[src/rtl/alu_pkg.sv]
// Shared types and constants for the sequential ALU divider.
package alu_pkg;

   localparam int unsigned DIV_MAX_WIDTH = 64;

   typedef enum logic [1:0] {
      IDLE = 2'd0,
      RUN  = 2'd1,
      FIX  = 2'd2
   } div_state_e;

   // Quotient returned on divide-by-zero; sliced down to the operand width.
   localparam logic [DIV_MAX_WIDTH-1:0] DBZ_QUOTIENT = {DIV_MAX_WIDTH{1'b1}};

endpackage

[src/rtl/div_step.sv]
// One combinational restoring-division step on {A,Q} against divisor D.
// Kept separate so unrolled or higher-radix variants can chain it.
module div_step #(
   parameter int WIDTH = 32
) (
   input  logic [WIDTH-1:0] a_in,
   input  logic [WIDTH-1:0] q_in,
   input  logic [WIDTH-1:0] d_in,
   output logic [WIDTH-1:0] a_out,
   output logic [WIDTH-1:0] q_out
);

   logic [WIDTH:0]   a_sh;
   logic [WIDTH+1:0] trial;
   logic             unused_trial_bit;

   // The shifted accumulator can reach 2*D-1, so the subtract needs two guard bits.
   always_comb begin
      a_sh  = {a_in, q_in[WIDTH-1]};
      trial = {1'b0, a_sh} - {2'b00, d_in};
      if (!trial[WIDTH+1]) begin
         a_out = trial[WIDTH-1:0];
         q_out = {q_in[WIDTH-2:0], 1'b1};
      end else begin
         a_out = a_sh[WIDTH-1:0];
         q_out = {q_in[WIDTH-2:0], 1'b0};
      end
   end

   // A successful trial is always below D, so this bit carries no information.
   assign unused_trial_bit = trial[WIDTH];

endmodule

[src/rtl/alu_div_seq.sv]
// Sequential restoring divider: one shift/subtract step per clock, signed or unsigned.
// Produces {remainder, quotient} with a start/busy/done handshake.
module alu_div_seq
   import alu_pkg::*;
#(
   parameter int WIDTH = 32
) (
   input  logic               clk,
   input  logic               reset_n,
   input  logic               start,
   input  logic               signed_op,
   input  logic [WIDTH-1:0]   a,
   input  logic [WIDTH-1:0]   b,
   output logic               busy,
   output logic               done,
   output logic               div_by_zero,
   output logic [2*WIDTH-1:0] result,
   output div_state_e         dbg_state
);

   localparam int CNT_W = $clog2(WIDTH);

   div_state_e         state_q, state_d;
   logic [WIDTH-1:0]   acc_q, acc_d;
   logic [WIDTH-1:0]   quo_q, quo_d;
   logic [WIDTH-1:0]   dvs_q, dvs_d;
   logic [CNT_W-1:0]   cnt_q, cnt_d;
   logic               q_neg_q, q_neg_d;
   logic               r_neg_q, r_neg_d;
   logic               dbz_q, dbz_d;
   logic               busy_q, busy_d;
   logic               done_q, done_d;
   logic               dbz_out_q, dbz_out_d;
   logic [2*WIDTH-1:0] result_q, result_d;

   logic [WIDTH-1:0]   a_mag;
   logic [WIDTH-1:0]   b_mag;
   logic [WIDTH-1:0]   step_acc;
   logic [WIDTH-1:0]   step_quo;
   logic [WIDTH-1:0]   rem_fixed;
   logic [WIDTH-1:0]   quo_fixed;

   div_step #(.WIDTH(WIDTH)) u_step (
      .a_in  (acc_q),
      .q_in  (quo_q),
      .d_in  (dvs_q),
      .a_out (step_acc),
      .q_out (step_quo)
   );

   // Handshake: start is honoured only in IDLE (including the done cycle) and is
   // never queued; busy spans the accepted operation through FIX; done is a
   // one-cycle pulse, and result/div_by_zero change only on the edge raising it.
   always_comb begin
      state_d   = state_q;
      acc_d     = acc_q;
      quo_d     = quo_q;
      dvs_d     = dvs_q;
      cnt_d     = cnt_q;
      q_neg_d   = q_neg_q;
      r_neg_d   = r_neg_q;
      dbz_d     = dbz_q;
      done_d    = 1'b0;
      dbz_out_d = dbz_out_q;
      result_d  = result_q;

      a_mag     = (signed_op && a[WIDTH-1]) ? -a : a;
      b_mag     = (signed_op && b[WIDTH-1]) ? -b : b;
      rem_fixed = r_neg_q ? -acc_q : acc_q;
      quo_fixed = q_neg_q ? -quo_q : quo_q;

      case (state_q)
         IDLE: begin
            if (start) begin
               if (b == '0) begin
                  // Remainder is the untouched dividend and the quotient all ones.
                  acc_d   = a;
                  quo_d   = DBZ_QUOTIENT[WIDTH-1:0];
                  dvs_d   = '0;
                  cnt_d   = '0;
                  q_neg_d = 1'b0;
                  r_neg_d = 1'b0;
                  dbz_d   = 1'b1;
                  state_d = FIX;
               end else begin
                  acc_d   = '0;
                  quo_d   = a_mag;
                  dvs_d   = b_mag;
                  cnt_d   = CNT_W'(WIDTH - 1);
                  q_neg_d = signed_op & (a[WIDTH-1] ^ b[WIDTH-1]);
                  r_neg_d = signed_op & a[WIDTH-1];
                  dbz_d   = 1'b0;
                  state_d = RUN;
               end
            end
         end
         RUN: begin
            acc_d = step_acc;
            quo_d = step_quo;
            if (cnt_q == '0) begin
               state_d = FIX;
            end else begin
               cnt_d = cnt_q - 1'b1;
            end
         end
         FIX: begin
            result_d  = {rem_fixed, quo_fixed};
            dbz_out_d = dbz_q;
            done_d    = 1'b1;
            state_d   = IDLE;
         end
         default: begin
            state_d = IDLE;
         end
      endcase

      busy_d = (state_d != IDLE);
   end

   always_ff @(posedge clk or negedge reset_n) begin
      if (!reset_n) begin
         state_q   <= IDLE;
         acc_q     <= '0;
         quo_q     <= '0;
         dvs_q     <= '0;
         cnt_q     <= '0;
         q_neg_q   <= 1'b0;
         r_neg_q   <= 1'b0;
         dbz_q     <= 1'b0;
         busy_q    <= 1'b0;
         done_q    <= 1'b0;
         dbz_out_q <= 1'b0;
         result_q  <= '0;
      end else begin
         state_q   <= state_d;
         acc_q     <= acc_d;
         quo_q     <= quo_d;
         dvs_q     <= dvs_d;
         cnt_q     <= cnt_d;
         q_neg_q   <= q_neg_d;
         r_neg_q   <= r_neg_d;
         dbz_q     <= dbz_d;
         busy_q    <= busy_d;
         done_q    <= done_d;
         dbz_out_q <= dbz_out_d;
         result_q  <= result_d;
      end
   end

   assign busy        = busy_q;
   assign done        = done_q;
   assign div_by_zero = dbz_out_q;
   assign result      = result_q;
   assign dbg_state   = state_q;

endmodule

[config.mk]
export PLATFORM = sky130hd
export DESIGN_NAME = alu_div_seq
export DESIGN_NICKNAME = d
export VERILOG_FILES = /design/src/rtl/alu_pkg.sv /design/src/rtl/div_step.sv /design/src/rtl/alu_div_seq.sv
export SDC_FILE = /design/constraint.sdc
export NUM_CORES = 1
export LEC_CHECK = 0
export BUFFER_PORTS_ARGS = -buffer_cell sky130_fd_sc_hd__buf_2
export CAP_MARGIN = 20
export CORE_UTILIZATION = 64
export DETAILED_ROUTE_END_ITERATION = 12
export GPL_TIMING_DRIVEN = 0
export PLACE_DENSITY = 0.85
export SLEW_MARGIN = 10
export SYNTH_ARGS = -nofsm -noshare
export SYNTH_HDL_FRONTEND = slang
export SYNTH_SLANG_ARGS = --single-unit
[constraint.sdc]
create_clock -name clk -period 5.65 [get_ports clk]
set_clock_uncertainty 0.15 [all_clocks]
set_input_delay 0.2825 -clock clk [delete_from_list [all_inputs] [get_ports clk]]
set_output_delay 0.2825 -clock clk [all_outputs]
set_load 0.03 [all_outputs]
Word level (Yosys, flattened, before mapping)
Cells that the tools add are included.
- register bits: 173
- logic and storage cells: 60
- bits of input ports: 68
- output and inout bits: 69
- reduce and logical (&&, ||, !) cells: 10
- $add $sub $neg: 6
- bitwise gates (word level): 3
- equality and inequality tests: 4
- muxes and demuxes: 25
- operator list (operator ; count):
    two-way mux 32 bit ; 10
    negator 32 bit ; 4
    case mux 32 bit (2 select lines) ; 2
    subtractor 33 x 32 -> 34 bit ; 1
    zero test 32 bit ; 1
    two-way mux 5 bit ; 3
    case mux 5 bit (2 select lines) ; 1
    two-way mux 2 bit ; 3
    zero test 5 bit ; 1
    two-way mux 1 bit ; 5
    subtractor 5 x 1 -> 5 bit (second input constant) ; 1
    != test 2 bit (second input constant) ; 2
    case mux 2 bit (2 select lines) ; 1
    AND reduction 2 bit ; 2
    nonzero test 2 bit ; 2
    AND reduction 3 bit ; 1
    AND 1 bit ; 2
    == test 2 x 1 -> 1 bit (second input constant) ; 1
    == test 2 bit (second input constant) ; 1
    logical AND 1 bit ; 2
    zero test 2 bit ; 1
    XOR 1 bit ; 1

Depth between registers and ports, before layout
Gate-level depths: netlist (run 1).
- depth in word-level cells: 5
- gate-level depth with buffers: 12
- depth with buffers taken out: 12

Cells and area by module
From an unflattened synthesis (run 1), not the netlist that was laid out.
- cells, all modules: 1466
- area, all modules: 12171.7 um2
- by module, submodules not included (module ; cells an instance ; area each (um2) ; sequential area each (um2) ; instances):
    alu_div_seq ; 1062 ; 9509.1 ; 4329.2 ; 1
    div_step ; 404 ; 2662.6 ; 0.0 ; 1

Worst setup path before layout (run 1)
OpenSTA, ideal clock, no wires.
- path kind: reg-to-reg
- start: reg acc_q[3]
- end: reg acc_q[10]
- cell stages (with the launch flop): 11
- data required time: 5417 ps
- path slack: 2623 ps
- clock period less this slack: 3027 ps
- arrival time: 2793 ps
- setup time: 83 ps
- path buffers: 1
- cell sequence: dfrtp_1 ha_1 a21o_1 a31oi_1 a211oi_1 o21a_1 o21a_1 nor3_1 clkbuf_1 a221oi_1 o22ai_1
- longest elaborated chain between the ends: 3
- RTL lines (what ; RTL line ; source):
    start, declared ; alu_div_seq.sv:24 ; logic [WIDTH-1:0] acc_q, acc_d;
    start signal, assigned ; alu_div_seq.sv:123 ; acc_q <= '0;
    start signal, assigned ; alu_div_seq.sv:136 ; acc_q <= acc_d;
    subtractor 33 x 32 -> 34 bit ; div_step.sv:20 ; trial = {1'b0, a_sh} - {2'b00, d_in};
    two-way mux 32 bit ; div_step.sv:21 ; if (!trial[WIDTH+1]) begin
    case mux 32 bit (2 select lines) ; alu_div_seq.sv:72 ; case (state_q)
Every way passes these cells.
A chain may end at the register's enable or synchronous reset.

Final worst setup path (run 1)
- start: reg acc_q[3]
- end: reg acc_q[24]
The elaborated chain is that of the path after synthesis.

==> impl_metrics.tcl, run 1 <==
set metrics [dict create \
    fin_crit_sh 0.695 \
    finalMaxSlewViolations 0 \
    num_vias 11043 \
    yosysUniqueCellTypes 72 \
    syn_area_sq_um 11300 \
    synth_top_family_by_area "compound AO/OA/AOI/OAI gates" \
    num_rows 48 \
    drtIter0Drc 1018 \
    failed_checks "hold timing" \
    syn_inst 1350 \
    antenna_found_initial 1 \
    max_freq_mhz 255 \
    synth-adder-area-share 0.0427 \
    dp_hpwl_um 26400 \
    cts_buffer_depth 2 \
    synth_edf_count 0 \
    p_clk_frac 0.142 \
    core_area_sq_um 17300 \
    cts-root-buf "clkbuf_16" \
    n_fill_cell 1330 \
    grt_pass1_wl_um 53800 \
    first_pass_iters 6 \
    clk_pin_slew_ps 70 \
    finalNonFillerCells 1745 \
    areaGrowthSynthToFinish_pct 14.1 \
    portBuffers 136 \
    cts_resized 0 \
    power_frac_seq 0.273 \
    grt_max_degree 112 \
    synth.mux.area_fraction 0.00365 \
    syn_nets 1456 \
    ys_seq_elements 173 \
    worstSetupPathType "reg2reg" \
    drive_gt1_frac 0.131 \
    yosys_warnings 0 \
    worstPathMaxFanout 10 \
    hold_class "in2reg" \
    ant_nets 0 \
    synth-async-reset-ratio 1.00 \
    crit_arrival_ps 4130 \
    synth-compound-area-share 0.249 \
    nNetsFinal 1613 \
    drcViolationCount 0 \
    routabilityCongestion 0.950 \
    grt-ovfl-total 0 \
    numCtsBuffers 17 \
    worstSkewPairLatency_ps 450 \
    synthXorXnorAreaFrac 0.110 \
    place_inst 1712 \
    ir_drop_mv 0.327 \
    crit_required_ps 5860 \
    multiInputGateArea_sq_um 6490 \
    switching_share 0.485 \
    status "finished, violations left" \
    p_comb_frac 0.585 \
    hold_viol 3 \
    yosysTopAreaCellShare 0.382 \
    yosys.area.top_type "dfrtp_1" \
    maxSlewHeadroom 0.255 \
    synthFlopType "dfrtp_1" \
    dieHeight_um 135 \
    end_kind "flop" \
    ios 137 \
    wl_per_cell_um 19.6 \
    cp-start-kind "flop" \
    holdWs_ps -2.65 \
    min_period_ps 3930 \
    rsz0062_at_grt "false" \
    drv_cap 0 \
    power_leakage_uw 0.00583 \
    worst_pin_slew_ps 1110 \
    yosys-top-cells-area "dfrtp_1 38%, o21ai_0 7.5%, nand2_1 6.8%" \
    synth_simple_gate_area_share 0.168 \
    via_per_inst 6.33 \
    p_int_uw 4310 \
    ys_seq_area_frac 0.382 \
    cts.sinks 173 \
    cts_tree "yes" \
    first_global_vias 10535 \
    avgSynthCellArea_sq_um 8.39 \
    seqCellArea_sq_um 4330 \
    tns_ps 0 \
    grtUsageTotal 0.386 \
    die_width_um 135 \
    pwr_density_cell_nw_per_um2 649 \
    start_util 0.655 \
    setup_viol 0 \
    p_sw_uw 4070 \
    drt-total-wl_um 34200 \
    htreeDepth 4 \
    dieArea_sq_um 18200 \
]
-- state kept, by name, summed over array words and instances, names as in the netlist --
register	count
done	1
div_by_zero	1
quo_q	32
acc_q	32
r_neg_q	1
cnt_q	5
dbg_state	2
result	64
dbz_q	1
busy	1
q_neg_q	1
dvs_q	32
-- synth_stat cells, types with 9 or more instances --
library cell,count
nand2_1,205
nand4_1,9
nor4_1,9
nand3_1,20
ha_1,37
xor2_1,83
or3_1,12
nor3_1,26
nor2_1,76
a221oi_1,25
inv_1,60
o21ai_0,170
and3_1,9
dfrtp_1,173
clkbuf_1,57
nand2b_1,11
a31oi_1,9
xnor2_1,59
o31ai_1,34
a21oi_1,61
a21o_1,21
o22ai_1,48
o41ai_1,14
-- path summary, 6_finish.rpt --
check	start	to	slack, ps	cells past startpoint
hold reg to reg	result[15]	result[15]	320	2
max in group asynchronous	reset_n	acc_q[0]	4240	3
setup reg to reg	acc_q[3]	acc_q[24]	1720	10
min in group asynchronous	reset_n	result[28]	200	2
hold / removal	b[24]	dvs_q[24]	-3	3
setup / recovery	acc_q[3]	acc_q[24]	1720	10
-- worst max-delay path, cell delays in order, from the launching register on --
cell and delay, ps:
dfrtp_1 470, ha_1 400, a21o_1 210, a31oi_1 240, a211oi_1 140, o21a_1 260, o21a_1 260, nor3_1 860
clkbuf_1 450, a221oi_1 210, o22ai_1 190
-- logic make-up (layout without fill, tap and decap cells) --
group                    after synthesis  in the layout
AO/OA/AOI/OAI                        448            448
AND/OR/NAND/NOR                      415            415
flip-flops                           173            173
XOR/XNOR                             142            142
buffers and inverters                130            299
adder cells (fa/ha/maj)               38             38
multiplexers                           4              4
other                                  0              1
-- layout make-up --
class,count,share of cell area
buffer,69,0.0211
multi-input combinational,1047,0.502
sequential,173,0.335
tap,225,0.0218
timing repair buffer,138,0.0564
clock buffer,17,0.0329
inverter,61,0.0177
clock inverter,14,0.0124
antenna,1,0.000194
-- routing by layer --
| metal | GRT usage | routed length [um] | vias up |
|---|---|---|---|
| met4 | 0.225 | 1930 | 0 |
| met5 | 0 | 0 | - |
| met2 | 0.661 | 16600 | 582 |
| met1 | 0.452 | 12800 | 5154 |
| li1 | - | - | 5166 |
| met3 | 0.0732 | 2830 | 141 |
-- cell usage in the layout, fill, tap and decap left out, types with 5 or more instances in the layout --
master / n
o31ai_1: 34
nor2b_1: 6
a21o_1: 21
a221oi_1: 25
a211oi_1: 8
o22ai_1: 48
xnor2_1: 59
nor3_1: 26
nor2_1: 76
o21ai_1: 6
clkbuf_16: 17
or4_4: 5
or3_1: 12
a31oi_1: 9
dfrtp_1: 173
buf_2: 142
o21bai_1: 5
ha_1: 37
and3_1: 9
o21ai_0: 170
nand4_1: 9
o211ai_1: 5
clkbuf_1: 57
nand2b_1: 11
a21oi_1: 61
nand3_1: 20
nor4_1: 9
o21a_1: 8
or4_1: 8
xor2_1: 83
inv_1: 60
nand2_1: 205
o41ai_1: 14
-- power by group through the flow --
stage                     sequential (uW)  clock, uW  combinational (uW)
after floorplan                      2210          0                3570
after global placement               2250          0                4630
after detailed placement             2270          0                4760
after CTS                            2250       1180                4820
after global routing                 2330       1240                5400
final                                2280       1190                4900
-- timing repair --
item / in CTS / in global routing
endpoints found under the hold margin: 62 / 0
hold buffers: 1 / 0
buffers inserted: 0 / 0
-- per-stage QoR --
stage / util / worst slack [ps] / total power, uW / cell area, sq um
2_1_floorplan: - / 2620 / 5780 / 11300
3_3_place_gp: 0.710 / 1600 / 6880 / 12300
3_5_place_dp: 0.712 / 1860 / 7030 / 12300
4_1_cts: 0.747 / 1840 / 8260 / 12900
5_1_grt: 0.747 / 1580 / 8960 / 12900
6_report: 0.747 / 1720 / 8380 / 12900
No activity file was read; power rests on OpenSTA's default activity.
==> run 2, diff against run 1 <==
Settings changed: CORE_UTILIZATION 64 to 60, PLACE_DENSITY 0.85 to 0.8.
Clock period 5.65 ns to 4 ns, I/O delays scaled along.
==> impl_metrics.tcl, run 2 (synthesized netlist as in run 1, its figures left out) <==
set metrics [dict create \
    start_util 0.622 \
    stdcell_area_sq_um 13300 \
    crit_path_cell_trace "ha_1 > a21o_1 > a31oi_1 > a211oi_1 > o21a_1 > o21ai_1 > nand2_1 > nand2_1 > clkbuf_1 > o22ai_1" \
    n_fill_cell 1451 \
    drcViolationCount 0 \
    cpMostUsedCell "nand2_1" \
    power_frac_seq 0.272 \
    nNetsFinal 1646 \
    core_area_sq_um 18200 \
    via_per_inst 6.20 \
    drtIter0Drc 865 \
    rsz0062_at_grt "false" \
    cts_buffer_depth 2 \
    drive_gt1_frac 0.129 \
    clk_pin_slew_ps 70 \
    grt_busiest_layer "met2" \
    grt-ovfl-total 0 \
    dp_hpwl_um 26200 \
    r2r_slack_ps 240 \
    die_width_um 139 \
    drt-total-wl_um 34000 \
    worstSkewPairLatency_ps 440 \
    worstSetupPathType "reg2reg" \
    p_sw_uw 5650 \
    grtUsageTotal 0.357 \
    place_inst 1716 \
    num_vias 11062 \
    largest_reg_flops 64 \
    final_cell_mix "205 x nand2_1, 173 x dfrtp_1, 170 x o21ai_0" \
    postCtsSetupBuffers 0 \
    tns_ps 0 \
    routabilityCongestion 0.946 \
    max_freq_mhz 266 \
    grt_max_degree 104 \
    pwr_density_cell_nw_per_um2 890 \
    p_int_uw 6180 \
    min_period_ps 3760 \
    htreeDepth 4 \
    p_comb_frac 0.582 \
    crit_arrival_ps 3900 \
    cts_hold_buf 33 \
    antenna_found_initial 3 \
    dieHeight_um 139 \
    status "completed" \
    drv_cap 0 \
    post-place-ws_ps 131 \
    maxSlewHeadroom 0.405 \
    hold_class "in2reg" \
    areaGrowthSynthToFinish_pct 17.3 \
    holdWs_ps 8.99 \
    setup_viol 0 \
    worstPathMaxFanout 10 \
    cts_resized 0 \
    first_global_vias 10679 \
    grt_pass1_wl_um 54100 \
    first_pass_iters 5 \
    num_rows 49 \
    finalNonFillerCells 1785 \
    power_leakage_uw 0.00598 \
    p_clk_frac 0.147 \
    critPathMaxStageDelay_ps 510 \
    layout_commonest_cell "nand2_1" \
    cts.sinks 173 \
    worst_pin_slew_ps 888 \
    grt_use_met1 0.428 \
    ios 137 \
    switching_share 0.478 \
    portBuffers 136 \
    dieArea_sq_um 19400 \
    wl_per_cell_um 19.0 \
    numCtsBuffers 17 \
    ant_nets 0 \
    fin_ws_ps 243 \
    finalMaxSlewViolations 0 \
    hold_viol 0 \
    cp-start-kind "flop" \
    place_area_sq_um 12300 \
    grt_use_met2 0.600 \
    crit_required_ps 4140 \
    ir_drop_mv 0.405 \
    cts_tree "yes" \
    end_kind "flop" \
    fin_crit_sh 0.939 \
    cp_slowest_cell "clkbuf_1" \
    cts-root-buf "clkbuf_16" \
    use_met3 0.0619 \
]
==> run 2: cell count changes in the layout (fill, tap and decap cells not counted), sizes merged <==
| cell | delta |
|---|---|
| dlygate4sd3 | +32 |
| diode | +2 |
| buf | +1 |
| bufinv | +1 |
| clkbuf | +1 |
| clkinv | +1 |
| clkinvlp | -1 |
| inv | -1 |
==> run 2: worst max-delay path: cells and delay by family, from the launching register on <==
kind            cells  cell delay, ps
fa+ha+maj           1             410
simple gates        2             500
buf+inv             1             510
compound gates      6            1540
flops               1             490
==> run 2: final cells by class <==
| class | count | area (sq um) | area share |
|---|---|---|---|
| Clock buffer | 18 | 429 | 0.0323 |
| Sequential cell | 173 | 4330 | 0.326 |
| Inverter | 61 | 229 | 0.0172 |
| Clock inverter | 14 | 184 | 0.0138 |
| Multi-Input combinational cell | 1047 | 6490 | 0.489 |
| Tap cell | 229 | 287 | 0.0216 |
| Antenna cell | 3 | 7.51 | 0.000565 |
| Buffer | 69 | 273 | 0.0205 |
| Timing Repair Buffer | 171 | 1050 | 0.0793 |
==> run 2: worst paths after layout <==
path / startpoint / endpoint / cells after the start
min reg2reg: result[16] / result[16] / 2
max: acc_q[3] / acc_q[22] / 10
max in group asynchronous: reset_n / acc_q[30] / 3
min: b[12] / dvs_q[12] / 3
max reg2reg: acc_q[3] / acc_q[22] / 10
min in group asynchronous: reset_n / result[26] / 2
==> run 2: power by group through the flow <==
stage	registers (uW)	clock network, uW	logic (uW)
6_report	3210	1730	6880
5_1_grt	3280	1810	7630
4_1_cts	3180	1740	6790
3_5_place_dp	3210	0	6700
3_3_place_gp	3180	0	6540
2_1_floorplan	3120	0	5040
==> run 2: through the flow <==
| step | power, uW | util |
|---|---|---|
| 2_1_floorplan | 8160 | - |
| 3_3_place_gp | 9720 | 0.675 |
| 3_5_place_dp | 9910 | 0.677 |
| 4_1_cts | 11700 | 0.729 |
| 5_1_grt | 12700 | 0.729 |
| 6_report | 11800 | 0.729 |
==> run 2: routing by layer <==
layer,wire [um],share of wire,vias to the layer above
met5,0,0,-
met4,1980,0.058,0
met3,2290,0.067,128
met2,16400,0.48,485
met1,13300,0.39,5203
li1,-,-,5246
